===== src/rtl/musicbox_audio_pkg.sv =====
// musicbox_audio_pkg: shared sample type, DAC midscale code and feeder FSM encoding.
package musicbox_audio_pkg;
    localparam int SAMPLE_W = 12;
    localparam logic [SAMPLE_W-1:0] DAC_MIDSCALE = 12'h800;
    typedef logic [SAMPLE_W-1:0] sample_t;
    typedef enum logic [1:0] {FS_IDLE, FS_REQ, FS_BUSY, FS_DONE} feeder_state_t;
endpackage


===== src/rtl/sample_fifo.sv =====
// sample_fifo: power-of-two sample buffer with show-ahead read data and a level count.
module sample_fifo
    import musicbox_audio_pkg::*;
#(
    parameter int WIDTH = SAMPLE_W,
    parameter int DEPTH = 8
) (
    input  logic                       i_clk,
    input  logic                       i_rst_n,
    input  logic                       i_wr_en,
    input  logic [WIDTH-1:0]           i_wr_data,
    input  logic                       i_rd_en,
    output logic [WIDTH-1:0]           o_rd_data,
    output logic                       o_full,
    output logic                       o_empty,
    output logic [$clog2(DEPTH):0]     o_level
);
    localparam int AW = $clog2(DEPTH);
    localparam int LW = AW + 1;
    logic [WIDTH-1:0] r_mem [DEPTH];
    logic [AW-1:0] r_wr_ptr;
    logic [AW-1:0] r_rd_ptr;
    logic [LW-1:0] r_level;
    logic w_wr;
    logic w_rd;
    assign o_full = r_level == LW'(DEPTH);
    assign o_empty = r_level == '0;
    assign o_level = r_level;
    assign o_rd_data = r_mem[r_rd_ptr];
    assign w_rd = i_rd_en && !o_empty;
    // A pop frees a slot in the same cycle, so a full FIFO still accepts a write alongside it.
    assign w_wr = i_wr_en && (!o_full || w_rd);
    always_ff @(posedge i_clk)
        if (w_wr) r_mem[r_wr_ptr] <= i_wr_data;
    always_ff @(posedge i_clk or negedge i_rst_n) begin
        if (!i_rst_n) begin
            r_wr_ptr <= '0;
            r_rd_ptr <= '0;
            r_level <= '0;
        end else begin
            if (w_wr) r_wr_ptr <= r_wr_ptr + AW'(1);
            if (w_rd) r_rd_ptr <= r_rd_ptr + AW'(1);
            r_level <= r_level + LW'(w_wr) - LW'(w_rd);
        end
    end
endmodule


===== src/rtl/dac_sample_feeder.sv =====
// dac_sample_feeder: paces buffered samples into an SPI DAC controller at SAMPLE_DIV clocks per sample.
// Define DAC_SAMPLE_FEEDER_STATS_EN to add saturating underrun/missed-tick counters.
module dac_sample_feeder
    import musicbox_audio_pkg::*;
#(
    parameter int SAMPLE_DIV  = 3125,
    parameter int FIFO_DEPTH  = 8,
    parameter int REQ_TIMEOUT = 64
) (
    input  logic                          clock_50Mhz,
    input  logic                          reset_n,
    input  logic [SAMPLE_W-1:0]           in_sample,
    input  logic                          in_valid,
    output logic                          in_ready,
    output logic [SAMPLE_W-1:0]           dac_sample,
    output logic                          dac_send_n,
    input  logic                          dac_isBusy,
    input  logic                          dac_transmitComplete,
    output logic [$clog2(FIFO_DEPTH):0]   fifo_level,
    output logic                          underrun,
    output logic                          tick_missed,
`ifdef DAC_SAMPLE_FEEDER_STATS_EN
    output logic                          dac_fault,
    output logic [15:0]                   underrun_count,
    output logic [15:0]                   missed_count
`else
    output logic                          dac_fault
`endif
);
    localparam int CW = $clog2(SAMPLE_DIV + 1);
    localparam int TW = $clog2(REQ_TIMEOUT + 1);
    feeder_state_t r_state;
    feeder_state_t w_state_nxt;
    logic [CW-1:0] r_tick_cnt;
    logic [TW-1:0] r_req_cnt;
    sample_t r_sample;
    sample_t w_head;
    logic r_underrun;
    logic r_missed;
    logic r_fault;
    logic w_tick;
    logic w_idle;
    logic w_empty;
    logic w_full;
    logic w_pop;
    logic w_underrun;
    logic w_missed;
    logic w_timeout;
    assign w_tick = r_tick_cnt == CW'(SAMPLE_DIV - 1);
    assign w_idle = r_state == FS_IDLE;
    assign w_pop = w_tick && w_idle && !w_empty;
    assign w_underrun = w_tick && w_idle && w_empty;
    assign w_missed = w_tick && !w_idle;
    assign w_timeout = r_req_cnt == TW'(REQ_TIMEOUT - 1);
    assign in_ready = !w_full || w_pop;
    assign dac_sample = r_sample;
    assign dac_send_n = r_state != FS_REQ;
    assign underrun = r_underrun;
    assign tick_missed = r_missed;
    assign dac_fault = r_fault;
    sample_fifo #(.WIDTH(SAMPLE_W), .DEPTH(FIFO_DEPTH)) u_fifo (
        .i_clk     (clock_50Mhz),
        .i_rst_n   (reset_n),
        .i_wr_en   (in_valid),
        .i_wr_data (in_sample),
        .i_rd_en   (w_pop),
        .o_rd_data (w_head),
        .o_full    (w_full),
        .o_empty   (w_empty),
        .o_level   (fifo_level)
    );
    // Busy wins over completion in REQ; the timeout only fires if neither arrived.
    always_comb begin
        w_state_nxt = r_state;
        case (r_state)
            FS_IDLE: w_state_nxt = w_tick ? FS_REQ : FS_IDLE;
            FS_REQ:  w_state_nxt = dac_isBusy ? FS_BUSY : dac_transmitComplete ? FS_DONE : w_timeout ? FS_IDLE : FS_REQ;
            FS_BUSY: w_state_nxt = dac_transmitComplete ? FS_DONE : FS_BUSY;
            default: w_state_nxt = FS_IDLE;
        endcase
    end
    always_ff @(posedge clock_50Mhz or negedge reset_n) begin
        if (!reset_n) begin
            r_state <= FS_IDLE;
            r_tick_cnt <= '0;
            r_req_cnt <= '0;
            r_sample <= DAC_MIDSCALE;
            r_underrun <= 1'b0;
            r_missed <= 1'b0;
            r_fault <= 1'b0;
        end else begin
            r_state <= w_state_nxt;
            r_tick_cnt <= w_tick ? '0 : r_tick_cnt + CW'(1);
            r_req_cnt <= (r_state == FS_REQ) ? r_req_cnt + TW'(1) : '0;
            if (w_pop) r_sample <= w_head;
            r_underrun <= w_underrun;
            r_missed <= w_missed;
            r_fault <= r_state == FS_REQ && !dac_isBusy && !dac_transmitComplete && w_timeout;
        end
    end
`ifdef DAC_SAMPLE_FEEDER_STATS_EN
    always_ff @(posedge clock_50Mhz or negedge reset_n) begin
        if (!reset_n) begin
            underrun_count <= '0;
            missed_count <= '0;
        end else begin
            if (w_underrun && underrun_count != 16'hFFFF) underrun_count <= underrun_count + 16'd1;
            if (w_missed && missed_count != 16'hFFFF) missed_count <= missed_count + 16'd1;
        end
    end
`else
`endif
endmodule


===== config.mk =====
export PLATFORM = sky130hd
export DESIGN_NAME = dac_sample_feeder
export DESIGN_NICKNAME = d
export VERILOG_FILES = /design/src/rtl/musicbox_audio_pkg.sv /design/src/rtl/sample_fifo.sv /design/src/rtl/dac_sample_feeder.sv
export SDC_FILE = /design/constraint.sdc
export NUM_CORES = 1
export LEC_CHECK = 0
export ABC_AREA = 1
export CORE_MARGIN = 5
export CORE_UTILIZATION = 38
export DETAILED_ROUTE_END_ITERATION = 10
export PLACE_DENSITY = 0.66
export SYNTH_ARGS = -nofsm -noshare
export SYNTH_HDL_FRONTEND = slang
export SYNTH_SLANG_ARGS = --single-unit

===== constraint.sdc =====
create_clock -name clock_50Mhz -period 2.3 [get_ports clock_50Mhz]
set_clock_uncertainty 0.2 [all_clocks]
set_input_delay 0.345 -clock clock_50Mhz [delete_from_list [all_inputs] [get_ports clock_50Mhz]]
set_output_delay 0.345 -clock clock_50Mhz [all_outputs]
set_load 0.005 [all_outputs]

==> metrics.md <==
| Metric | Value |
|---|---|
| Status | `finished with violations` |
| Failing checks | `setup timing` |
| DP Cell Count | `816` |
| Design area | `7552 um^2` |
| Worst setup EP type | `flip-flop` |
| Via Count | `4135` |
| Worst-path cell chain | `inv_1, ha_2, nand3_2, nor2_4, nand4_4, buf_6, xor2_1, ha_2, inv_2, fa_2, inv_2` |
| FF-to-FF path depth | `11` |
| Syn nets | `589` |
| Synth Flop Type | `edfxtp_1` |
| Syn avg cell area | `10.67 um^2` |
| Levels on crit path | `11` |
| Residual DRC count | `0` |
| Die area | `18360 um^2` |
| Unrepaired setup endpoints after global routing | `true` |
| Worst-margin pin slew | `504.5 ps` |
| Fmax | `423.4 MHz` |
| Worst flop-to-flop path startpoint | `r_tick_cnt[1]` |
| Post-Synth XOR/XNOR Area | `1.610%` |
| CTS root buffer | `clkbuf_16` |
| Critical path's top delay family | `adder cells` |
| Clk buf depth | `2` |
| HP Class | `primary input to asynchronous set/reset pin` |
| Routed length per instance | `15.41 um` |
| Relative slew slack | `66.37%` |
| Crit path launch | `r_tick_cnt[1]` |
| Async set or reset register ratio after synthesis | `32.39%` |
| Compound-gate portion of the synthesized area | `7.025%` |
| Largest family of logic cells by synthesized area | `simple AND/OR/NAND/NOR gates` |
| Power consumption | `6.947 mW` |
| GRT Residual Overflow | `0` |
| ANT nets after route | `0` |
| Adder-Cell Fraction of Synth Area | `2.425%` |
| Area of the mapped netlist | `5984 um^2` |
| Setup TNS Final | `-61.81 ps` |
| Final std cells w/o fill | `856` |
| P_leak | `3.063 nW` |
| Pre-CTS setup slack | `28.90 ps` |
| Data required, critical path | `2410 ps` |
| Die span in y | `135.5 um` |
| Row count | `45` |
| Final min period | `2362 ps` |
| CORE AREA | `15310 um^2` |
| WHS | `236.3 ps` |
| Initial Utilization | `39.08%` |
| Worst path bufs/invs | `4` |
| Post-synth EDFFs | `96` |
| Reg-to-Reg End | `u_fifo.o_level[1]` |
| First-pass GRT wire length | `21.51 mm` |
| Final setup fails | `1` |
| PwrDens | `919.9 nW/um^2` |
| CTS tree | `yes` |
| Commonest non-fill, non-tap cells in the layout | `nand2_1 (113), nor2_1 (100), edfxtp_1 (96)` |
| I/O Buffers | `37` |
| CP max stage delay | `520 ps` |
| Post-synthesis mux area share | `0%` |
| Placed inst area | `6840 um^2` |
| Vias in the first global route | `4313` |
| Mapped Cells | `561` |
| Fraction of layout cells with a size suffix above 1 | `13.35%` |
| Register area share after synthesis | `67.43%` |
| Width of the die | `135.5 um` |
| Reg-to-reg slack, setup | `-60 ps` |
| Fin. max-slew vios | `0` |
| Largest net degree at the start of global routing | `51` |
| Critical Path Sink | `u_fifo.o_level[1]` |
| Synth cell types | `32` |
| Fin util | `49.31%` |
| First-iteration detailed-routing DRC count | `369` |
| I/O pins | `38` |
| Clock sinks | `142` |
| Htree depth | `4` |
| CP max stage cell | `fa_2` |
| Simple-gate share of the synthesized area | `17.46%` |
| Setup crit start kind | `flip-flop` |
| Drt total wl | `13.19 mm` |
| FF+latch count, synth | `142` |
| Nets | `659` |
| Synth Warn # | `0` |
| Endpoints failing hold | `0` |
| Post-detail-place hpwl | `8.186 mm` |
| Final Worst Setup Slack | `-61.81 ps` |
| Drt first pass iters | `4` |
| Max VDD drop | `609.9 uV` |
| Critical path data arrival time | `2470 ps` |
| Period utilization | `102.7%` |
| Gpl congestion | `0.7698` |
| Clk Latency, worst-skew pair | `410 ps` |
| Most common cell after layout, fill and taps aside | `nand2_1` |
| Clock-pin slew on the worst setup and hold paths | `60 ps` |
| CTS Buf Count | `17` |
| Critical path class | `flip-flop to flip-flop` |
| Total GRT Usage | `15.27%` |
| Initial antenna violation count | `1` |
| MaxCap Viol Count | `0` |
| Critical path peak fanout | `3` |
| Area grow syn2layout | `26.20%` |
| Via-per-instance ratio | `4.831` |
[metal layers]
layer,share of wire (%),up-vias,global-route usage (%)
li1,-,2020,-
met1,43,1998,18.61
met2,51,97,25.80
met3,4.3,20,3.863
met4,1.9,0,6.495
met5,0,-,0
[worst register-to-register path, delay by kind of cell, from the launching register on]
kind	cells	cell delay [ps]
xor gates and xnor gates	1	150
adders and majority gates	3	910
buffers and inverters	4	280
DFF	1	380
and+or+nand+nor	3	350
[power breakdown]
part	switching [mW]	internal, mW
clock	1.00	1.69
combinational	0.589	0.479
sequential	0.135	3.05
[cell type report]
type                    count  area (um^2)
diodes                      1        2.502
repair buffers             73        765.7
inverters                  37        138.9
well taps                 211        264.0
flip-flops and latches    142         4035
clock buffers              20        436.7
fillers                  1365         7762
multi-input cells         360         1764
clock inverters            12        145.1
[synth_stat cells, drive strengths merged, types with 4 or more instances]
cell	number	area share, %
nand2	115	7.5
nor2	109	6.9
edfxtp	96	48
o21ai	77	6.4
dfrtp	45	19
inv	36	2.3
nand3	16	1.4
buf	12	1.1
clkbuf	10	0.63
ha	10	2.1
nor3	7	0.59
xor2	6	0.88
nand4	5	0.77
xnor2	5	0.73
a21oi	4	0.33
[cells by family (layout without fill, tap and decap cells)]
logic type | Yosys count | count (layout)
AO/OA/AOI/OAI | 83 | 83
XOR/XNOR | 11 | 11
adder cells (fa/ha/maj) | 11 | 11
buffers and inverters | 59 | 142
flip-flops | 142 | 142
other | 0 | 1
AND/OR/NAND/NOR | 255 | 255
[flip-flops by register name (all words and copies together), names as in the netlist]
register,flops
r_state,2
r_tick_cnt,12
u_fifo.r_mem,96
u_fifo.r_rd_ptr,3
tick_missed,1
r_req_cnt,7
u_fifo.o_level,4
underrun,1
dac_fault,1
dac_sample,12
u_fifo.r_wr_ptr,3
[worst min-delay path by stage]
stage | start | to | slack, ps
3_5_place_dp | reset_n | u_fifo.o_level[3] | 140
4_1_cts | reset_n | u_fifo.o_level[3] | 230
5_1_grt | reset_n | u_fifo.o_level[3] | 270
2_1_floorplan | reset_n | dac_fault | -150
3_3_place_gp | reset_n | u_fifo.o_level[3] | 130
6_report | reset_n | u_fifo.o_level[3] | 240
[timing repair]
item | in CTS | in global routing
gates resized for setup | 4 | 15
hold endpoints to repair | 21 | 0
setup buffers | 2 | 3
pin swaps | 2 | 4
cloned | 0 | 1
hold buffers | 1 | 0
setup endpoints to repair | 1 | 85
No activity file was read; power rests on OpenSTA's default activity.
